File: src/rtl/bcd_seg_scan_if.sv
// Bundles the BCD/decimal-point inputs and the multiplexed 7-segment outputs of bcd_seg_scan.
interface bcd_seg_scan_if;
  logic [15:0] bcd;
  logic [3:0]  dp_pos;
  logic        blank_en;
  logic [3:0]  an;
  logic [7:0]  seg;
  logic        frame_done;

  modport master (
    output bcd,
    output dp_pos,
    output blank_en,
    input  an,
    input  seg,
    input  frame_done
  );

  modport slave (
    input  bcd,
    input  dp_pos,
    input  blank_en,
    output an,
    output seg,
    output frame_done
  );
endinterface

File: src/rtl/bcd_seg_scan.sv
// 4-digit multiplexed 7-segment scanner with per-slot blanking gap, leading-zero blanking,
// decimal points and frame-boundary input shadowing.
module bcd_seg_scan #(
  parameter int unsigned DIGIT_CYCLES = 100000,
  parameter int unsigned BLANK_CYCLES = 1000,
  parameter bit          LZB          = 1'b1
) (
  input logic          signal,
  input logic          rst_n,
  bcd_seg_scan_if.slave bus
);

  localparam int unsigned   CntW     = $clog2(DIGIT_CYCLES);
  localparam logic [CntW-1:0] CntLast  = CntW'(DIGIT_CYCLES - 1);
  localparam logic [CntW-1:0] CntBlank = CntW'(BLANK_CYCLES - 1);

  typedef enum logic {StBlank, StShow} state_e;

  state_e            state_q, state_d;
  logic [CntW-1:0]   cnt_q, cnt_d;
  logic [1:0]        idx_q, idx_d;
  logic [15:0]       shadow_bcd_q, shadow_bcd_d;
  logic [3:0]        shadow_dp_q, shadow_dp_d;
  logic [3:0]        an_q, an_d;
  logic [7:0]        seg_q, seg_d;
  logic              done_q, done_d;
  logic              frame_end;
  logic              blank_digit;
  logic [3:0]        nib;
  logic [6:0]        pat;

  always_ff @(posedge signal) begin
    if (!rst_n) begin
      state_q      <= StBlank;
      cnt_q        <= '0;
      idx_q        <= 2'd0;
      shadow_bcd_q <= 16'h0000;
      shadow_dp_q  <= 4'b0000;
      an_q         <= 4'b0000;
      seg_q        <= 8'h00;
      done_q       <= 1'b0;
    end else begin
      state_q      <= state_d;
      cnt_q        <= cnt_d;
      idx_q        <= idx_d;
      shadow_bcd_q <= shadow_bcd_d;
      shadow_dp_q  <= shadow_dp_d;
      an_q         <= an_d;
      seg_q        <= seg_d;
      done_q       <= done_d;
    end
  end

  // Slot sequencing: outputs registered this edge reflect the current counter position.
  always_comb begin
    state_d      = state_q;
    idx_d        = idx_q;
    shadow_bcd_d = shadow_bcd_q;
    shadow_dp_d  = shadow_dp_q;
    cnt_d        = cnt_q + 1'b1;
    frame_end    = (cnt_q == CntLast) && (idx_q == 2'd3);
    if (cnt_q == CntLast) begin
      cnt_d   = '0;
      state_d = StBlank;
      idx_d   = idx_q + 2'd1;
    end else if (cnt_q == CntBlank) begin
      state_d = StShow;
    end
    if (frame_end) begin
      shadow_bcd_d = bus.bcd;
      shadow_dp_d  = bus.dp_pos;
    end
    done_d = frame_end;
  end

  // A digit is blanked when it and every more-significant digit are zero with no dp lit.
  always_comb begin
    blank_digit = 1'b0;
    if (LZB && bus.blank_en && (idx_q != 2'd0)) begin
      blank_digit = 1'b1;
      for (int j = 1; j < 4; j++) begin
        if ((2'(j) >= idx_q) && ((shadow_bcd_q[4*j +: 4] != 4'h0) || shadow_dp_q[j])) begin
          blank_digit = 1'b0;
        end
      end
    end
  end

  always_comb begin
    nib = shadow_bcd_q[{idx_q, 2'b00} +: 4];
    case (nib)
      4'd0:    pat = 7'h3F;
      4'd1:    pat = 7'h06;
      4'd2:    pat = 7'h5B;
      4'd3:    pat = 7'h4F;
      4'd4:    pat = 7'h66;
      4'd5:    pat = 7'h6D;
      4'd6:    pat = 7'h7D;
      4'd7:    pat = 7'h07;
      4'd8:    pat = 7'h7F;
      4'd9:    pat = 7'h6F;
      default: pat = 7'h40;
    endcase
  end

  always_comb begin
    an_d  = 4'b0000;
    seg_d = 8'h00;
    if ((state_q == StShow) && !blank_digit) begin
      an_d  = 4'b0001 << idx_q;
      seg_d = {shadow_dp_q[idx_q], pat};
    end
  end

  assign bus.an         = an_q;
  assign bus.seg        = seg_q;
  assign bus.frame_done = done_q;

endmodule

File: src/flat_wrapper.sv
// flat-port wrapper written by rule: the top's interface ports become plain ports
module bcd_seg_scan_flat 
#(
  parameter int unsigned DIGIT_CYCLES = 100000,
  parameter int unsigned BLANK_CYCLES = 1000,
  parameter bit          LZB          = 1'b1
)
  (signal, rst_n, bus_bcd, bus_dp_pos, bus_blank_en, bus_an, bus_seg, bus_frame_done);
  bcd_seg_scan_if bus_i ();
  input logic signal;
  input logic rst_n;
  input wire logic [$bits(bus_i.bcd)-1:0] bus_bcd;
  input wire logic [$bits(bus_i.dp_pos)-1:0] bus_dp_pos;
  input wire logic [$bits(bus_i.blank_en)-1:0] bus_blank_en;
  output wire logic [$bits(bus_i.an)-1:0] bus_an;
  output wire logic [$bits(bus_i.seg)-1:0] bus_seg;
  output wire logic [$bits(bus_i.frame_done)-1:0] bus_frame_done;
  assign bus_i.bcd = bus_bcd;
  assign bus_i.dp_pos = bus_dp_pos;
  assign bus_i.blank_en = bus_blank_en;
  assign bus_an = bus_i.an;
  assign bus_seg = bus_i.seg;
  assign bus_frame_done = bus_i.frame_done;
  bcd_seg_scan #(.DIGIT_CYCLES(DIGIT_CYCLES), .BLANK_CYCLES(BLANK_CYCLES), .LZB(LZB)) u_core (.signal(signal), .rst_n(rst_n), .bus(bus_i));
endmodule
File: config.mk
export PLATFORM = sky130hd
export DESIGN_NAME = bcd_seg_scan_flat
export DESIGN_NICKNAME = d
export VERILOG_FILES = /design/src/rtl/bcd_seg_scan_if.sv /design/src/rtl/bcd_seg_scan.sv /design/src/flat_wrapper.sv
export SDC_FILE = /design/constraint.sdc
export NUM_CORES = 1
export LEC_CHECK = 0
export CAP_MARGIN = 20
export CORE_ASPECT_RATIO = 0.75
export CORE_UTILIZATION = 45
export CTS_CLUSTER_DIAMETER = 150
export DETAILED_ROUTE_END_ITERATION = 10
export PLACE_DENSITY_LB_ADDON = 0.3
export SLEW_MARGIN = 20
export SYNTH_ARGS = -nofsm -noshare
export SYNTH_HDL_FRONTEND = slang
export SYNTH_SLANG_ARGS = --single-unit
File: constraint.sdc
create_clock -name signal -period 4.2 [get_ports signal]
set_input_delay 0.84 -clock signal [delete_from_list [all_inputs] [get_ports signal]]
set_output_delay 0.84 -clock signal [all_outputs]
set_load 0.02 [all_outputs]
==> results of run 1 <==
-- critical path: cells and delay by family, from the launching register on --
kind | cells | cell delay (ns)
and+or+nand+nor | 3 | 1.25
AOI/OAI and AO/OA | 1 | 0.75
DFF | 1 | 0.35
-- cells by family (layout without fill, tap and decap cells) --
group           count (synthesis)  count (layout)
flops                          53              53
xor+xnor                       10              10
fa+ha+maj                      10              10
simple gates                  113             113
mux                            26              26
buf+inv                        28              59
compound gates                 30              30
-- final timing paths --
check / from / slack (ns) / cells after the start / endpoint
max: u_core.cnt_q[14] / 1.70 / 4 / u_core.cnt_q[10]
min: u_core.cnt_q[0] / 0.46 / 1 / u_core.cnt_q[0]
max reg2reg: u_core.cnt_q[14] / 1.70 / 4 / u_core.cnt_q[10]
min reg2reg: u_core.cnt_q[0] / 0.46 / 1 / u_core.cnt_q[0]
-- state kept, by name (all words and copies together) (netlist names) --
signal / count
u_core.bus.frame_done: 1
u_core.bus.seg: 8
u_core.shadow_bcd_q: 16
u_core.idx_q: 2
u_core.state_q: 1
u_core.shadow_dp_q: 4
u_core.bus.an: 4
u_core.cnt_q: 17
-- layer usage --
layer	GRT usage	part of all wire	up-vias
met1	0.2622	0.54	861
met3	0.03717	0.035	4
li1	-	-	981
met5	0	0	-
met4	0.04839	0.0080	0
met2	0.2606	0.42	42
-- through the flow --
stage                     hold WS [ns]  cell area [um2]  utilization  instances
after floorplan                 0.4232             2519            -        270
after global placement          0.4363             2870       0.5362        368
after detailed placement        0.4407             2870       0.5362        368
after CTS                       0.4579             2957       0.5524        376
after global routing            0.4779             2957       0.5524        376
final                           0.4570             2957       0.5524        376
-- cell usage after synthesis, types with 7 or more instances --
| cell | n |
|---|---|
| mux2i_1 | 21 |
| a21oi_1 | 13 |
| nor2_1 | 10 |
| dfxtp_1 | 53 |
| ha_1 | 10 |
| xor2_1 | 7 |
| nand2_1 | 49 |
| nor3_1 | 7 |
| o21ai_0 | 9 |
| nor2_2 | 10 |
| nand3_1 | 8 |
| clkbuf_1 | 7 |
| inv_1 | 13 |
-- layout make-up --
| type | instances | area share |
|---|---|---|
| Multi-Input combinational cell | 189 | 0.4376 |
| Tap cell | 75 | 0.03174 |
| Clock buffer | 5 | 0.02328 |
| Clock inverter | 3 | 0.005925 |
| Inverter | 13 | 0.01650 |
| Timing Repair Buffer | 38 | 0.1261 |
| Sequential cell | 53 | 0.3589 |
-- report_power, final --
group / switching (mW) / internal [mW] / leakage, nW / total [mW]
logic: 0.0175 / 0.0238 / 0.589 / 0.0412
registers: 0.00177 / 0.505 / 0.427 / 0.506
clock network: 0.165 / 0.115 / 0.0439 / 0.281
total: 0.185 / 0.644 / 1.06 / 0.828
==> results.cfg, run 1 <==
[route]
postRouteAntennaNets = 0
drc = 0
wl_um = 4746
vias = 1888
avgViaCountPerCell = 5.021
dr.pass1.iters = 4
avgRoutedWirePerCell_um = 12.62
drtIter0Drc = 119

[place]
dp_hpwl_um = 3449
place.gp.congestion = 0.8020
port_buffers = 35
dpl_worst_slack_ns = 1.645

[min_path]
hp-class = reg -> reg

[sta]
skew_ns = 0.01182
finalCriticalPeriod_ns = 2.498
fmax_mhz = 400.3
hold_viol_final = 0
finalSetupViolations = 0
tns_ns = 0
slew_headroom = 0.3896
fin_ws_ns = 1.702
slew_viol_final = 0
worst_slew_pin_slew_ns = 0.9155
post-route-period-util = 0.5948
grt_setup_unrepaired = no

[setup_path]
cp_max_fo = 16
crit_required_ns = 4.35
worst-setup-path-type = reg -> reg
cp-end-kind = register
worstPathCellList = or4_4 > or4_4 > o21ai_2 > nor2_1
path_common_cell = or4_4
crit_arrival_ns = 2.65
slowest_stage = o21ai_2
critPathLaunchType = register
critPathMaxStageDelay_ns = 0.75

[synth]
synth_area_um2 = 2519
synth_top_area_cell = dfxtp_1
synth_top_area_frac = 0.4213
ys_warn_count = 0
netlist_instances = 270
synth_fa_ha_area_frac = 0.04968
async_reset_ff_frac = 0
synthMuxAreaShare = 0.1282
synth_compound_area_frac = 0.07054
ys_top_cells_by_area = dfxtp_1 42%, mux2i_1 8.3%, nand2_1 7.3%, ha_1 5.0%, mux4_2 4.5%
synth_edf_count = 0
synth-simple-area-share = 0.2305
ys_ff_latch = 53
synth-xor-area-share = 0.03477
yosysSeqAreaShare = 0.4213
synthDistinctLibCells = 43
synth.net_count = 303
ys.flop_type = dfxtp_1
synth_top_family_by_area = simple AND/OR/NAND/NOR gates
syn_avg_cell_area_um2 = 9.328

[final_layout]
areaGrowthSynthToFinish_pct = 17.39
mostFrequentLayoutCells = 53 x dfxtp_1, 49 x nand2_1, 35 x clkdlybuf4s50_1
seqCellArea_um2 = 1061
n_antenna_cell = 0
final_common_cell = dfxtp_1
multiInputGateArea_um2 = 1294
drive_gt1_frac = 0.1063
fin_nets = 333
fill_cells = 513

[floorplan]
fp.dieW_um = 88.39
ioPinCount = 36
start_util = 0.4705
fp.dieArea_um2 = 5903
core-area_um2 = 5353
die_y_um = 66.79
rows = 23

[run]
maxCapViolCount = 0

[cts]
clkLatencyLatePin_ns = 0.30
cts-resized-gates = 0
cts_buffer_depth = 2
clkTransAtPathRegs_ns = 0.09
holdBufCountCts = 0
clock_sinks = 53
cts-root-buf = clkbuf_8
htree_levels = 2
numCtsBuffers = 5
tritoncts = done
postCtsSetupRepairBufs = 0

[global_routing]
antenna_found_initial = 0
grt_pass1_vias = 1680
grt_usage = 0.1782
grt_pass1_wl_um = 8024
grt_max_degree = 23
grt_overflow = 0

[power]
p_leak_nw = 1.060
p_per_area_nw_per_um2 = 280.2
fin_total_pwr_mw = 0.8283
ir_drop_mv = 0.1719

[outcome]
status = finished clean
(Power assumes the default switching activity.)
==> run 2, diff against run 1 <==
==> constraint.sdc (replaced) <==
create_clock -name signal -period 2.5 [get_ports signal]
set_input_delay 0.5 -clock signal [delete_from_list [all_inputs] [get_ports signal]]
set_output_delay 0.5 -clock signal [all_outputs]
set_load 0.02 [all_outputs]
==> run 2 against run 1 <==
Net effect: sequential share of layout area is 0.86 points lower; sequential power grew 68%; non-clock buffer count up 4; register-to-register slack worse by 1.4 ns; fmax up 16%; critical path type unchanged; largest cell class unchanged; highest routed layer unchanged.
==> results.cfg, run 2 (synthesis results as in run 1) <==
[outcome]
status = finished clean

[floorplan]
ioPinCount = 36
fp.dieArea_um2 = 5903
core-area_um2 = 5353
start_util = 0.4705
fp.dieW_um = 88.39
die_y_um = 66.79
rows = 23

[route]
vias = 1933
wl_um = 4923
avgRoutedWirePerCell_um = 12.96
wl_met3_um = 183
drtIter0Drc = 59
avgViaCountPerCell = 5.087
met2_length_um = 2096
postRouteAntennaNets = 0
routed.top_layer = met4
dr.pass1.iters = 4
drc = 0
wl_met1_um = 2576

[setup_path]
worst-setup-path-type = reg -> reg
r2r_cells = 5
cp.depth = 5
cp_max_fo = 20
crit_arrival_ns = 2.40
critPathLaunchType = register
cp_top_family = simple AND/OR/NAND/NOR gates
critPathMaxStageDelay_ns = 0.57
crit_required_ns = 2.74
slowest_stage = or4_4
path_common_cell = or4_4
worstPathCellList = or4_4 > or4_4 > nor3_4 > buf_12 > mux2i_1
crit_buf_inv = 1
cp-end-kind = register

[cts]
cts-root-buf = clkbuf_8
postCtsSetupRepairBufs = 0
htree_levels = 2
clock_sinks = 53
clkLatencyLatePin_ns = 0.31
tritoncts = done
cts-resized-gates = 0
holdBufCountCts = 0
cts_buffer_depth = 2
clkTransAtPathRegs_ns = 0.09
numCtsBuffers = 5

[place]
postPlaceCellArea_um2 = 2913
port_buffers = 35
dp_hpwl_um = 3710
place.gp.congestion = 0.7812

[sta]
finalSetupViolations = 0
finalCriticalPeriod_ns = 2.160
slew_viol_final = 0
grt_setup_unrepaired = no
tns_ns = 0
hold_viol_final = 0
worst_slew_pin_slew_ns = 0.4490
post-route-period-util = 0.8639
skew_ns = 0.003005
fmax_mhz = 463.0
slew_headroom = 0.6979

[global_routing]
grt_pass1_wl_um = 8507
grt_usage = 0.1891
grt_overflow = 0
grt_pass1_vias = 1908
antenna_found_initial = 0
grt_max_degree = 33

[final_layout]
drive_gt1_frac = 0.1148
fill_cells = 506
areaGrowthSynthToFinish_pct = 20.27
fin_nets = 337
n_antenna_cell = 0
final_common_cell = dfxtp_1
mostFrequentLayoutCells = 53 x dfxtp_1, 49 x nand2_1, 35 x clkdlybuf4s50_1
multiInputGateArea_um2 = 1294
final_core_util = 0.5659
seqCellArea_um2 = 1061
largest_reg_flops = 17
top_register = u_core.cnt_q
finish.instance_area_um2 = 3029

[min_path]
hp-class = reg -> reg
holdPathStages = 2

[power]
ir_drop_mv = 0.2998
p_leak_nw = 1.098
p_per_area_nw_per_um2 = 504.5

[run]
maxCapViolCount = 0
[run 2: routing by layer]
metal / GRT usage / vias to the layer above
met5: 0 / -
met1: 0.2565 / 900
met2: 0.2933 / 35
li1: - / 991
met3: 0.04461 / 7
met4: 0.06653 / 0
[run 2: worst min-delay path, cell delays in order, from the launching register on]
cell,delay [ns]
dfxtp_1,0.32
nand2_1,0.05
mux2i_1,0.05
[run 2: report_power, final]
group	internal, mW	total [mW]	leakage, nW	switching (mW)
Sequential	0.848	0.851	0.427	0.00305
Clock	0.327	0.605	0.0585	0.278
Combinational	0.0419	0.0724	0.612	0.0305
[run 2: final timing paths]
path,startpoint,endpoint,slack (ns)
max,u_core.cnt_q[13],u_core.shadow_bcd_q[13],0.34
min,u_core.shadow_bcd_q[2],u_core.shadow_bcd_q[2],0.46
max reg2reg,u_core.cnt_q[13],u_core.shadow_bcd_q[13],0.34
min reg2reg,u_core.shadow_bcd_q[2],u_core.shadow_bcd_q[2],0.46
[run 2: metrics by stage]
step                      setup slack [ns]  hold WS, ns  instances  total power, mW
after detailed placement            0.3461       0.4518        372           0.9428
after floorplan                     0.4291       0.4232        270           0.9062
after global routing                0.2477       0.4927        380            1.583
after global placement              0.4008       0.4344        372           0.9422
final                               0.3402       0.4606        380            1.528
after CTS                           0.3291       0.4663        380            1.533
[run 2: final cells by class]
cell class | instances | area share
multi-input cells | 189 | 0.4271
flip-flops and latches | 53 | 0.3503
repair buffers | 42 | 0.1371
well taps | 75 | 0.03098
clock buffers | 7 | 0.02850
inverters | 13 | 0.01611
clock inverters | 1 | 0.009913
